## src/rtl/multicycle_ctrl.sv

```systemverilog
// Purpose  : multi-cycle RV32I sequencer (ADDI/BNE/LW/SW) sharing one memory port for fetch and data.
// Latency  : zero-wait memory: BNE 3, ADDI 4, SW 4, LW 5 cycles; each mem_ready=0 cycle adds one.
// Backpress: mem_req/mem_we/AdrSrc held until mem_ready; the sequencer stalls in FETCH/MEM meanwhile.
//
// Ports:
//   clk, rst            clock (rising edge), asynchronous active-high reset
//   opcode, funct3      instruction fields from IR, valid from DECODE onward
//   EQ                  ALU equal flag, used by BNE in EXEC
//   mem_ready           memory completes the outstanding request this cycle
//   mem_req/mem_we/AdrSrc   unified memory port request, write enable, address select
//   IRWrite, PCWrite, PCSrc, ALUctrl, ALUsrc, Immsrc, RegWrite, ResultSrc   datapath controls
//   illegal             sticky trap indication (held until rst)
//   retired             completed-instruction counter, wraps silently
module multicycle_ctrl #(
   parameter int CNT_WIDTH = 32
) (
   input  logic                 clk,
   input  logic                 rst,
   input  logic [6:0]           opcode,
   input  logic [2:0]           funct3,
   input  logic                 EQ,
   input  logic                 mem_ready,
   output logic                 mem_req,
   output logic                 mem_we,
   output logic                 AdrSrc,
   output logic                 IRWrite,
   output logic                 PCWrite,
   output logic                 PCSrc,
   output logic [1:0]           ALUctrl,
   output logic                 ALUsrc,
   output logic [1:0]           Immsrc,
   output logic                 RegWrite,
   output logic                 ResultSrc,
   output logic                 illegal,
   output logic [CNT_WIDTH-1:0] retired
);

   typedef enum logic [2:0] {
      S_FETCH, S_DECODE, S_EXEC, S_MEM, S_WB, S_TRAP
   } state_t;

   // Instruction class captured in DECODE so later states do not depend on IR timing.
   typedef enum logic [1:0] {
      K_ADDI, K_BNE, K_LW, K_SW
   } kind_t;

   state_t state, state_nx;
   kind_t  kind, kind_nx;
   logic   retire;

   always_ff @(posedge clk or posedge rst) begin
      if (rst) begin
         state   <= S_FETCH;
         kind    <= K_ADDI;
         retired <= '0;
      end else begin
         state <= state_nx;
         kind  <= kind_nx;
         if (retire)
            retired <= retired + CNT_WIDTH'(1);
      end
   end

   always_comb begin
      state_nx  = state;
      kind_nx   = kind;
      retire    = 1'b0;
      mem_req   = 1'b0;
      mem_we    = 1'b0;
      AdrSrc    = 1'b0;
      IRWrite   = 1'b0;
      PCWrite   = 1'b0;
      PCSrc     = 1'b0;
      ALUctrl   = 2'b00;
      ALUsrc    = 1'b0;
      Immsrc    = 2'b00;
      RegWrite  = 1'b0;
      ResultSrc = 1'b0;
      illegal   = 1'b0;

      case (state)
         S_FETCH: begin
            mem_req = 1'b1;
            if (mem_ready) begin
               IRWrite  = 1'b1;
               state_nx = S_DECODE;
            end
         end
         S_DECODE: begin
            // An X in the encoding matches no item and falls to the trap.
            state_nx = S_EXEC;
            case ({opcode, funct3})
               10'b0010011_000: kind_nx = K_ADDI;
               10'b1100011_001: kind_nx = K_BNE;
               10'b0000011_010: kind_nx = K_LW;
               10'b0100011_010: kind_nx = K_SW;
               default:         state_nx = S_TRAP;
            endcase
         end
         S_EXEC: begin
            case (kind)
               K_ADDI: begin
                  ALUsrc   = 1'b1;
                  state_nx = S_WB;
               end
               K_LW: begin
                  ALUsrc   = 1'b1;
                  state_nx = S_MEM;
               end
               K_SW: begin
                  ALUsrc   = 1'b1;
                  Immsrc   = 2'b10;
                  state_nx = S_MEM;
               end
               default: begin
                  // BNE resolves and retires here: taken when the operands differ.
                  Immsrc   = 2'b01;
                  ALUctrl  = 2'b01;
                  PCWrite  = 1'b1;
                  PCSrc    = ~EQ;
                  retire   = 1'b1;
                  state_nx = S_FETCH;
               end
            endcase
         end
         S_MEM: begin
            mem_req = 1'b1;
            AdrSrc  = 1'b1;
            mem_we  = (kind == K_SW);
            if (mem_ready) begin
               if (kind == K_SW) begin
                  PCWrite  = 1'b1;
                  retire   = 1'b1;
                  state_nx = S_FETCH;
               end else begin
                  state_nx = S_WB;
               end
            end
         end
         S_WB: begin
            RegWrite  = 1'b1;
            ResultSrc = (kind == K_LW);
            PCWrite   = 1'b1;
            retire    = 1'b1;
            state_nx  = S_FETCH;
         end
         S_TRAP: begin
            illegal = 1'b1;
         end
         default: begin
            state_nx = S_TRAP;
         end
      endcase

      // Reset must withdraw an outstanding request immediately, not at the next edge.
      if (rst) begin
         mem_req  = 1'b0;
         mem_we   = 1'b0;
         AdrSrc   = 1'b0;
         IRWrite  = 1'b0;
         PCWrite  = 1'b0;
         RegWrite = 1'b0;
         retire   = 1'b0;
      end
   end

endmodule

```

## config.mk

```make
export PLATFORM = sky130hd
export DESIGN_NAME = multicycle_ctrl
export DESIGN_NICKNAME = d
export VERILOG_FILES = /design/src/rtl/multicycle_ctrl.sv
export SDC_FILE = /design/constraint.sdc
export NUM_CORES = 1
export LEC_CHECK = 0
export ABC_AREA = 0
export CORE_MARGIN = 2
export CORE_UTILIZATION = 49
export CTS_BUF_LIST = sky130_fd_sc_hd__clkbuf_4
export DETAILED_ROUTE_END_ITERATION = 8
export MAX_ROUTING_LAYER = met4
export PLACE_DENSITY = 0.82
export SETUP_SLACK_MARGIN = 0.1
export SLEW_MARGIN = 40
export SYNTH_ARGS = -nofsm -noshare
export SYNTH_HDL_FRONTEND = slang
export SYNTH_SLANG_ARGS = --single-unit
```

## constraint.sdc

```tcl
create_clock -name clk -period 2.3 [get_ports clk]
set_input_delay 0.46 -clock clk [delete_from_list [all_inputs] [get_ports clk]]
set_output_delay 0.46 -clock clk [all_outputs]
set_load 0.02 [all_outputs]
```

==> summary.md <==
| Metric | Value |
|---|---|
| Switching portion of total power | `0.233` |
| Total grt overflow | `0` |
| Combinational Power Share | `0.076` |
| Root buf cell | `clkbuf_4` |
| Initial antenna violation count | `0` |
| Max Cap Viol | `0` |
| Critical Path, Cell by Cell | `clkdlybuf4s50_1, nand3b_1, o31ai_2, clkdlybuf4s15_1` |
| Pwr per Cell Area | `371 nW/um2` |
| Die width | `between 60 and 70 um` |
| Area grow syn2layout | `38.5%` |
| Area leader, netlist | `dfrtp_1` |
| GRT Total Usage | `0.222` |
| Largest cells by area after synthesis | `dfrtp_1 (46%), xnor2_1 (12%), nand4_1 (5.2%)` |
| Vias in the first global route | `1717` |
| Worst EP arrival | `about 1.7 ns` |
| Seq cells post-synth | `37` |
| Net Switching | `0.244 mW` |
| Drt drc | `0` |
| Core area | `4000 um2` |
| Delay-heaviest family, CP | `buffers and inverters` |
| Hold endpoint | `retired[31]$_DFFE_PP0P_` |
| Die height | `~70 um` |
| Dpl hpwl | `3380 um` |
| Hold-critical path depth | `1` |
| Worst Slack Setup Final | `0.178 ns` |
| Sequential Power Share | `0.633` |
| CTS tree | `built` |
| Via density | `5.60` |
| Crit-path slowest cell | `clkdlybuf4s50_1` |
| DP Worst Slack | `-0.137 ns` |
| Final nets | `293` |
| Via count | `approximately 1800` |
| Clock power share | `0.291` |
| Ys async rst share | `1.00` |
| First-pass DRT Iterations | `4` |
| # rows | `23` |
| Final Max Slew Viols | `0` |
| TritonCTS buffer count | `5` |
| Initial Utilization | `0.509` |
| CP endpoint kind | `output port` |
| Clk_lat worst skew | `between 0.3 and 0.4 ns` |
| # clock sinks | `37` |
| Final Util | `0.704` |
| Status | `finished, final reports clean` |
| Hold Startpoint | `retired[31]$_DFFE_PP0P_` |
| Hold Path Class | `flop to flop` |
| Critical path data required time | `1.84 ns` |
| First-pass GRT wire length | `approximately 7500 um` |
| Leakage | `1.22 nW` |
| WL final | `~4500 um` |
| Wirelength per Cell | `around 14 um` |
| Post-synth top area share | `0.455` |
| Startpoint types | `primary input` |
| Die Area | `~4700 um2` |
| Share of layout cells above drive strength 1 | `0.159` |
| Number of DRC markers in iteration 0 | `between 60 and 70` |
| Cell Area, Synth | `2030 um2` |
| Netlist cell types | `46` |
| IO Pins | `60` |
| Fillers | `around 330` |
| FF-to-FF setup slack | `~0.37 ns` |
| Max FO, Critical Path | `3` |
| Seq/Total Area, Yosys | `0.455` |
| Worst stage delay on the critical path | `roughly 0.43 ns` |
| Setup CP Type | `primary input to output port` |
| Footprint of the multi-input gates | `1030 um2` |
| PortBufs | `58` |
| GPL Wtd Cong | `0.863` |
| FF/Latch Area | `about 930 um2` |
| # setup viols final | `0` |
| Htree depth | `2` |
| WHS | `~0.47 ns` |
| Main synth FF type | `dfrtp_1` |
| Synth Net Count | `around 220` |
| Reg2reg end | `retired[8]$_DFFE_PP0P_` |
| Number of synthesized flops with an enable pin | `0` |
| Clock transition at path regs | `0.10 ns` |
| RSZ-0062 raised after global routing | `yes` |
| # hold bufs at CTS | `0` |
| Pin count of the biggest net entering global routing | `38` |
| Min Tclk post-route | `~2.1 ns` |
| Worst Max-Slew Pin Slew | `0.566 ns` |
| Diodes inserted | `0` |
| Final-report hold violation count | `0` |
| RR Startpoint | `kind[1]$_DFFE_PP0P_` |
| Routed Antenna Nets | `0` |
| Gate count of the mapped netlist | `201` |
| Bufs on Longest Clock Path | `2` |
| Max VDD drop | `a little under 0.0003 V` |
| Final Cycle Share | `0.923` |
| Synthesis Warnings | `0` |
| Internal power | `approximately 0.8 mW` |
| Reg2reg path depth | `7` |
| Synthesized area per cell | `slightly above 10 um2` |
| Crit path launch | `rst` |
| Buffers and inverters on the worst path | `2` |
| Clock Skews | `0.00746 ns` |
| Max frequency | `roughly 0.47 GHz` |
| Slew margin rel. | `0.620` |
==> Yosys cell counts (3+ instances only) <==
master and count:
nor3_1 10, a21oi_1 4, inv_1 8, o21ai_0 9
nor3b_1 3, dfrtp_1 37, nor2_1 12, and3_1 5
xor2_1 3, nand2_1 9, nand4_1 17, xnor2_1 27
nand3_1 13, buf_6 3
==> registers in the layout, indices dropped and copies added, names as in the netlist <==
name and cells:
retired 32, state 3, kind 2
==> cells in the final DEF, fill, tap and decap left out, drive strengths merged, types with 4 or more instances in the layout <==
master	instances
clkdlybuf4s50	45
dfrtp	37
xnor2	28
buf	20
nand4	17
nand3	14
nor2	13
nor3	13
dlygate4sd2	11
nand2	9
o21ai	9
inv	8
clkbuf	6
and3	5
a21oi	4
==> metal layers <==
| layer | global-route usage | share of wire | up-vias |
|---|---|---|---|
| li1 | - | - | 872 |
| met1 | 0.265 | 0.43 | 897 |
| met2 | 0.361 | 0.51 | 56 |
| met3 | 0.0592 | 0.044 | 7 |
| met4 | 0.0775 | 0.013 | 0 |
| met5 | - | 0 | - |
==> cells by family after synthesis <==
logic type	Yosys count	share of synthesized area
DFF	37	0.455
AOI/OAI and AO/OA	21	0.0664
muxes	2	0.0111
adders and majority gates	1	0.00615
buffers and inverters	16	0.0449
other	1	0.00184
xor gates and xnor gates	31	0.137
and+or+nand+nor	92	0.277
==> power by group through the flow <==
stage,registers (mW),clock network (mW),logic [mW]
global placement,0.675,0,0.0782
finish,0.663,0.304,0.0798
floorplan,0.679,0,0.0267
CTS,0.663,0.312,0.0808
global route,0.664,0.345,0.0884
detailed placement,0.676,0,0.0807
==> layout make-up <==
cell class / count / area share
clock inverter: 1 / 0.00178
inverter: 8 / 0.0107
timing repair buffer: 78 / 0.257
clock buffer: 5 / 0.0133
multi-input combinational: 148 / 0.365
tap: 50 / 0.0222
sequential: 37 / 0.330
==> through the flow <==
stage,instance area [um2],total power [mW],setup TNS [ns],instances
3_3_place_gp,2760,0.753,-0.258,319
3_5_place_dp,2760,0.756,-0.433,319
4_1_cts,2810,1.06,0,326
5_1_grt,2820,1.10,0,327
2_1_floorplan,2030,0.706,0,201
6_report,2820,1.05,0,327
==> worst max-delay path by stage <==
stage,to,slack (ns),cells past startpoint
after global placement,PCWrite,-0.10,4
after global routing,PCWrite,0.1,4
final,PCWrite,0.18,4
after floorplan,ALUsrc,0.13,3
after detailed placement,PCWrite,-0.14,4
after CTS,PCWrite,0.15,4
==> timing repair <==
item	in CTS	in global routing
buffers inserted	1	1
gates resized for setup	19	4
setup endpoints to repair	13	2
No activity file was read; power rests on OpenSTA's default activity.
